[src/rtl/seq_alu.sv]
// Sequential ALU with a valid/ready request and result handshake.
// Single-cycle ops resolve at acceptance; MUL runs an unsigned shift-add
// sequence, one partial product per clock, before presenting its result.
// The result and flags are held in DONE until the consumer takes them.
module seq_alu #(
   parameter int WIDTH = 12
) (
   input  logic             clk,
   input  logic             rst_n,
   input  logic             in_valid,
   output logic             in_ready,
   input  logic [WIDTH-1:0] a,
   input  logic [WIDTH-1:0] b,
   input  logic [3:0]       op_select,
   output logic             out_valid,
   input  logic             out_ready,
   output logic [WIDTH-1:0] out,
   output logic [WIDTH-1:0] out_hi,
   output logic             cout,
   output logic             sign,
   output logic             overflow,
   output logic             zero,
   output logic             illegal
);

   localparam int SHW    = $clog2(WIDTH);
   localparam int MSB    = WIDTH - 1;
   localparam int LAST_I = WIDTH - 1;

   localparam logic [3:0] OP_ABS = 4'd0;
   localparam logic [3:0] OP_SHL = 4'd1;
   localparam logic [3:0] OP_AND = 4'd2;
   localparam logic [3:0] OP_OR  = 4'd3;
   localparam logic [3:0] OP_XOR = 4'd4;
   localparam logic [3:0] OP_NOT = 4'd5;
   localparam logic [3:0] OP_ADD = 4'd6;
   localparam logic [3:0] OP_SUB = 4'd7;
   localparam logic [3:0] OP_MUL = 4'd8;
   localparam logic [3:0] OP_SAR = 4'd9;

   localparam logic [WIDTH-1:0] MIN_NEG   = {1'b1, {(WIDTH-1){1'b0}}};
   localparam logic [WIDTH-1:0] ONE_W     = {{(WIDTH-1){1'b0}}, 1'b1};
   localparam logic [WIDTH:0]   ONE_W1    = {{WIDTH{1'b0}}, 1'b1};
   localparam logic [WIDTH-1:0] W_CONST   = WIDTH[WIDTH-1:0];
   localparam logic [SHW-1:0]   CNT_ONE   = {{(SHW-1){1'b0}}, 1'b1};
   localparam logic [SHW-1:0]   LAST_ITER = LAST_I[SHW-1:0];

   typedef enum logic [1:0] {
      IDLE    = 2'd0,
      MUL_RUN = 2'd1,
      DONE    = 2'd2
   } state_t;

   state_t state_reg, state_next;

   logic accept;
   logic mul_last;

   // Result and flag registers presented to the consumer
   logic [WIDTH-1:0] out_reg, out_hi_reg;
   logic             cout_reg, sign_reg, overflow_reg, zero_reg, illegal_reg;

   // Shift-add multiplier: acc_hi_reg/acc_lo_reg form the running product,
   // acc_lo_reg starts as the multiplier and is shifted out LSB first.
   logic [WIDTH-1:0] acc_hi_reg, acc_lo_reg, mcand_reg;
   logic [SHW-1:0]   cnt_reg;
   logic [WIDTH:0]   mul_sum;
   logic [WIDTH-1:0] step_hi, step_lo;

   // Combinational single-cycle ALU, fed straight from the request inputs
   logic [WIDTH-1:0] and_vec, or_vec, xor_vec, not_vec;
   logic [WIDTH-1:0] neg_a, shl_val, sar_val;
   logic [WIDTH:0]   add_ext, sub_ext;
   logic [SHW-1:0]   shamt;
   logic             shift_oob;
   logic [WIDTH-1:0] alu_out;
   logic             alu_cout, alu_ovf, alu_illegal;

   genvar gi;
   generate
      for (gi = 0; gi < WIDTH; gi++) begin : g_bitwise
         assign and_vec[gi] = a[gi] & b[gi];
         assign or_vec[gi]  = a[gi] | b[gi];
         assign xor_vec[gi] = a[gi] ^ b[gi];
         assign not_vec[gi] = ~a[gi];
      end
   endgenerate

   assign shamt     = b[SHW-1:0];
   // The whole of b is compared so that large shift requests saturate
   assign shift_oob = (b >= W_CONST);
   assign neg_a     = ~a + ONE_W;
   assign shl_val   = a << shamt;
   // Kept as its own signal so the arithmetic shift stays signed
   assign sar_val   = $signed(a) >>> shamt;
   assign add_ext   = {1'b0, a} + {1'b0, b};
   assign sub_ext   = {1'b0, a} + {1'b0, ~b} + ONE_W1;

   // Decode the opcode into result, carry, overflow and illegal flags
   always_comb begin
      alu_out     = '0;
      alu_cout    = 1'b0;
      alu_ovf     = 1'b0;
      alu_illegal = 1'b0;
      case (op_select)
         OP_ABS: begin
            alu_out = a[MSB] ? neg_a : a;
            alu_ovf = (a == MIN_NEG);
         end
         OP_SHL: alu_out = shift_oob ? '0 : shl_val;
         OP_SAR: alu_out = shift_oob ? {WIDTH{a[MSB]}} : sar_val;
         OP_AND: alu_out = and_vec;
         OP_OR:  alu_out = or_vec;
         OP_XOR: alu_out = xor_vec;
         OP_NOT: alu_out = not_vec;
         OP_ADD: begin
            alu_out  = add_ext[WIDTH-1:0];
            alu_cout = add_ext[WIDTH];
            alu_ovf  = (a[MSB] == b[MSB]) && (add_ext[MSB] != a[MSB]);
         end
         OP_SUB: begin
            alu_out  = sub_ext[WIDTH-1:0];
            alu_cout = sub_ext[WIDTH];
            alu_ovf  = (a[MSB] != b[MSB]) && (sub_ext[MSB] != a[MSB]);
         end
         OP_MUL: alu_out = '0;
         default: alu_illegal = 1'b1;
      endcase
   end

   // One shift-add step: conditionally add the multiplicand, shift right
   assign mul_sum = {1'b0, acc_hi_reg} + (acc_lo_reg[0] ? {1'b0, mcand_reg} : '0);
   assign step_hi = mul_sum[WIDTH:1];
   assign step_lo = {mul_sum[0], acc_lo_reg[WIDTH-1:1]};

   // FSM state register
   always_ff @(posedge clk or negedge rst_n) begin
      if (!rst_n) state_reg <= IDLE;
      else        state_reg <= state_next;
   end

   // FSM next-state and handshake outputs
   always_comb begin
      state_next = state_reg;
      in_ready   = 1'b0;
      out_valid  = 1'b0;
      accept     = 1'b0;
      mul_last   = 1'b0;
      case (state_reg)
         IDLE: begin
            in_ready = 1'b1;
            if (in_valid) begin
               accept     = 1'b1;
               state_next = (op_select == OP_MUL) ? MUL_RUN : DONE;
            end
         end
         MUL_RUN: begin
            if (cnt_reg == LAST_ITER) begin
               mul_last   = 1'b1;
               state_next = DONE;
            end
         end
         DONE: begin
            out_valid = 1'b1;
            if (out_ready) state_next = IDLE;
         end
         default: state_next = IDLE;
      endcase
   end

   // Datapath: load single-cycle results, or seed/step/finish the multiplier
   always_ff @(posedge clk or negedge rst_n) begin
      if (!rst_n) begin
         out_reg      <= '0;
         out_hi_reg   <= '0;
         cout_reg     <= 1'b0;
         sign_reg     <= 1'b0;
         overflow_reg <= 1'b0;
         zero_reg     <= 1'b1;
         illegal_reg  <= 1'b0;
         acc_hi_reg   <= '0;
         acc_lo_reg   <= '0;
         mcand_reg    <= '0;
         cnt_reg      <= '0;
      end else if (accept) begin
         if (op_select == OP_MUL) begin
            acc_hi_reg <= '0;
            acc_lo_reg <= b;
            mcand_reg  <= a;
            cnt_reg    <= '0;
         end else begin
            out_reg      <= alu_out;
            out_hi_reg   <= '0;
            cout_reg     <= alu_cout;
            sign_reg     <= alu_out[MSB];
            overflow_reg <= alu_ovf;
            zero_reg     <= (alu_out == '0) && !alu_illegal;
            illegal_reg  <= alu_illegal;
         end
      end else if (state_reg == MUL_RUN) begin
         acc_hi_reg <= step_hi;
         acc_lo_reg <= step_lo;
         cnt_reg    <= cnt_reg + CNT_ONE;
         if (mul_last) begin
            out_reg      <= step_lo;
            out_hi_reg   <= step_hi;
            cout_reg     <= 1'b0;
            sign_reg     <= step_lo[MSB];
            overflow_reg <= (step_hi != '0);
            zero_reg     <= ({step_hi, step_lo} == '0);
            illegal_reg  <= 1'b0;
         end
      end
   end

   assign out      = out_reg;
   assign out_hi   = out_hi_reg;
   assign cout     = cout_reg;
   assign sign     = sign_reg;
   assign overflow = overflow_reg;
   assign zero     = zero_reg;
   assign illegal  = illegal_reg;

endmodule

[config.mk]
export PLATFORM = sky130hd
export DESIGN_NAME = seq_alu
export DESIGN_NICKNAME = d
export VERILOG_FILES = /design/src/rtl/seq_alu.sv
export SDC_FILE = /design/constraint.sdc
export NUM_CORES = 1
export LEC_CHECK = 0
export CORE_ASPECT_RATIO = 0.7
export CORE_MARGIN = 2
export CORE_UTILIZATION = 58
export CTS_CLUSTER_DIAMETER = 150
export CTS_CLUSTER_SIZE = 28
export DETAILED_ROUTE_END_ITERATION = 10
export DONT_BUFFER_PORTS = 1
export PLACE_DENSITY = 0.82
export SETUP_SLACK_MARGIN = 0.2
export SYNTH_ARGS = -nofsm -noshare
export SYNTH_HDL_FRONTEND = slang
export SYNTH_SLANG_ARGS = --single-unit
[constraint.sdc]
create_clock -name clk -period 5 [get_ports clk]
set_input_delay 1.5 -clock clk [delete_from_list [all_inputs] [get_ports clk]]
set_output_delay 1.5 -clock clk [all_outputs]
set_load 0.01 [all_outputs]
==> results.ini <==
[die]
initial_core_util=0.591
rows=33
die-area_um2=12700
dieHeight_um=94.9
core_area_um2=11600
io_pins=63
fp.dieW_um=134

[cts]
cts_buffers=9
max-clock-path-buffers=2
cts.htree.levels=3
cts_tree=built
cts.clk_slew.worst_paths_ns=0.06
clkLatencyLatePin_ns=0.34
cts_hold_buf=0
post_cts_buffers=0
cts_root_buffer=clkbuf_16
cts.sinks=70
ctsResizeCount=0

[synthesis]
yosys-top-cells-area=dfrtp_1 (25%), ha_1 (9.5%), o21ai_0 (5.5%)
ys.flop_type=dfrtp_1
yosysUniqueCellTypes=80
yosysWarnings=0
synth_area_um2=6850
synth_seq_cells=70
synth.top_cell.area_share=0.252
avgSynthCellArea_um2=8.33
synth_nets=910
synth_commonest_cells=nand2_1 (82), o21ai_0 (75), dfrtp_1 (69), nor2_1 (54), ha_1 (52)
synth-seq-area-share=0.256
synth_top_area_cell=dfrtp_1
syn_inst=823
async_flop_share=1.00
synth-edff-count=0
yosysMostFrequentCell=nand2_1

[placement]
place_area_um2=6940
portBuffers=0
place_ws_ns=0.165
dp_hpwl_mm=18.3
gp_congestion=0.998
place_inst=937

[pwr]
p_seq_frac=0.377
p_clk_frac=0.265
switching_share=0.395
p_switching_mw=0.966
intPower_mw=1.48
power_density_nw_per_um2=338
peakVddDrop_uv=280
power_leakage_nw=3.20
p_comb_frac=0.358

[finish]
final_area_um2=7230
final_net_count=878
areaGrowthSynthToFinish_pct=5.57
final-seq-area_um2=1750
antennaDiodeCount=0
utilization=0.624
n_fill_cell=975
fin_cells=953
multi_input_area_um2=4710
drive_above_1_share=0.0905

[drt]
vias=6831
drc_errors=0
drtIter0Drc=1136
wl_per_cell_um=25.7
drt_wl_total_mm=24.5
drt_pass1_iterations=6
ant_nets=0
avgViaCountPerCell=7.17

[sta]
worst_pin_slew_ns=1.02
fin_crit_ns=4.58
setup-violations-final=0
max_freq_mhz=218
slew_headroom=0.314
maxSlewViolCount=0
rsz0062_at_grt=false
finalHoldViolations=0
finalCritPeriodShare=0.916
fin_skew_ns=0.00729
setup_slack_ns=0.418
fin_setup_tns_ns=0

[global_route]
track_usage=0.390
antenna_found_initial=0
grt_pass1_wl_mm=37.5
grt_start_max_net_pins=71
gr-total-overflow=0
grt_pass1_vias=6287

[job]
drv_cap=0

[status]
status=finished clean

[critical_path]
start_kind=primary input
critPathMaxFanout=8
crit_type=in2reg
critPathCaptureType=flop
arrival_ns=4.86
required_ns=5.28

[min_path]
hold_path_class=reg2reg

==> worst paths after layout <==
path,slack (ns),to,startpoint,cells past startpoint
hold / removal,0.48,mcand_reg[7],mcand_reg[7],2
min in group asynchronous,0.85,acc_hi_reg[5],rst_n,0
setup reg to reg,1.14,overflow,acc_lo_reg[0],12
max in group asynchronous,3.95,zero,rst_n,0
hold reg to reg,0.48,mcand_reg[7],mcand_reg[7],2
setup / recovery,0.42,zero,a[0],13
==> worst max-delay path, cell delays in order <==
cell and delay [ns]:
inv_1 0.21, ha_1 0.23, inv_1 0.06, fa_1 0.41, nand2b_1 0.14, a211oi_2 0.11, a221oi_1 0.46, o22a_1 0.24
a21oi_1 0.08, a2111oi_0 0.66, nand4_1 0.19, or4b_1 0.50, nand2_1 0.07
==> layout make-up <==
class | count | area share
clock inverters | 7 | 0.0100
clock buffers | 9 | 0.0311
repair buffers | 17 | 0.0176
flip-flops and latches | 70 | 0.242
inverters | 41 | 0.0213
multi-input cells | 652 | 0.650
well taps | 157 | 0.0272
==> layer usage <==
metal	routed length, um	vias up	global-route usage
met4	656	0	0.0957
met2	10000	487	0.554
met5	0	-	0
li1	-	3000	-
met3	3650	62	0.154
met1	10100	3282	0.553
==> layout by cell type, fill, tap and decap left out, types with 8 or more instances in the layout <==
master      n
nand4_1     8
ha_1       52
a221o_1    11
nor2b_1    10
inv_1      38
nor4_1     13
xnor2_1    14
buf_4      17
mux2i_1    28
clkbuf_16   9
and2_1     17
a211oi_1   10
o31ai_1     8
o211ai_1    8
dfrtp_1    69
nand2_1    82
a22oi_1    16
xor2_1     11
o21ai_0    75
nor3_1     18
o221ai_1    8
a21oi_1    41
mux4_2     12
a22o_1     13
nor2_1     53
nand2b_1   12
nand3_1    20
a21o_1      8
==> cells by family (layout without fill, tap and decap cells) <==
| group | Yosys count | after routing | synth area share |
|---|---|---|---|
| AND/OR/NAND/NOR | 265 | 265 | 0.196 |
| AO/OA/AOI/OAI | 260 | 260 | 0.261 |
| buffers and inverters | 101 | 74 | 0.0588 |
| flip-flops | 70 | 70 | 0.256 |
| adder cells (fa/ha/maj) | 55 | 55 | 0.104 |
| multiplexers | 47 | 47 | 0.0918 |
| XOR/XNOR | 25 | 25 | 0.0320 |
==> per-stage QoR <==
step                total power [mW]  hold slack [ns]
floorplan                       1.53            0.442
global placement                1.73            0.461
detailed placement              1.76            0.467
CTS                             2.41            0.479
global route                    2.57            0.513
finish                          2.44            0.477
==> power by group through the flow <==
stage / sequential [mW] / clock, mW / combinational [mW]
5_1_grt: 0.943 / 0.675 / 0.957
3_3_place_gp: 0.915 / 0 / 0.813
6_report: 0.922 / 0.647 / 0.875
3_5_place_dp: 0.927 / 0 / 0.838
4_1_cts: 0.918 / 0.650 / 0.847
2_1_floorplan: 0.862 / 0 / 0.667
(Power assumes the default switching activity.)
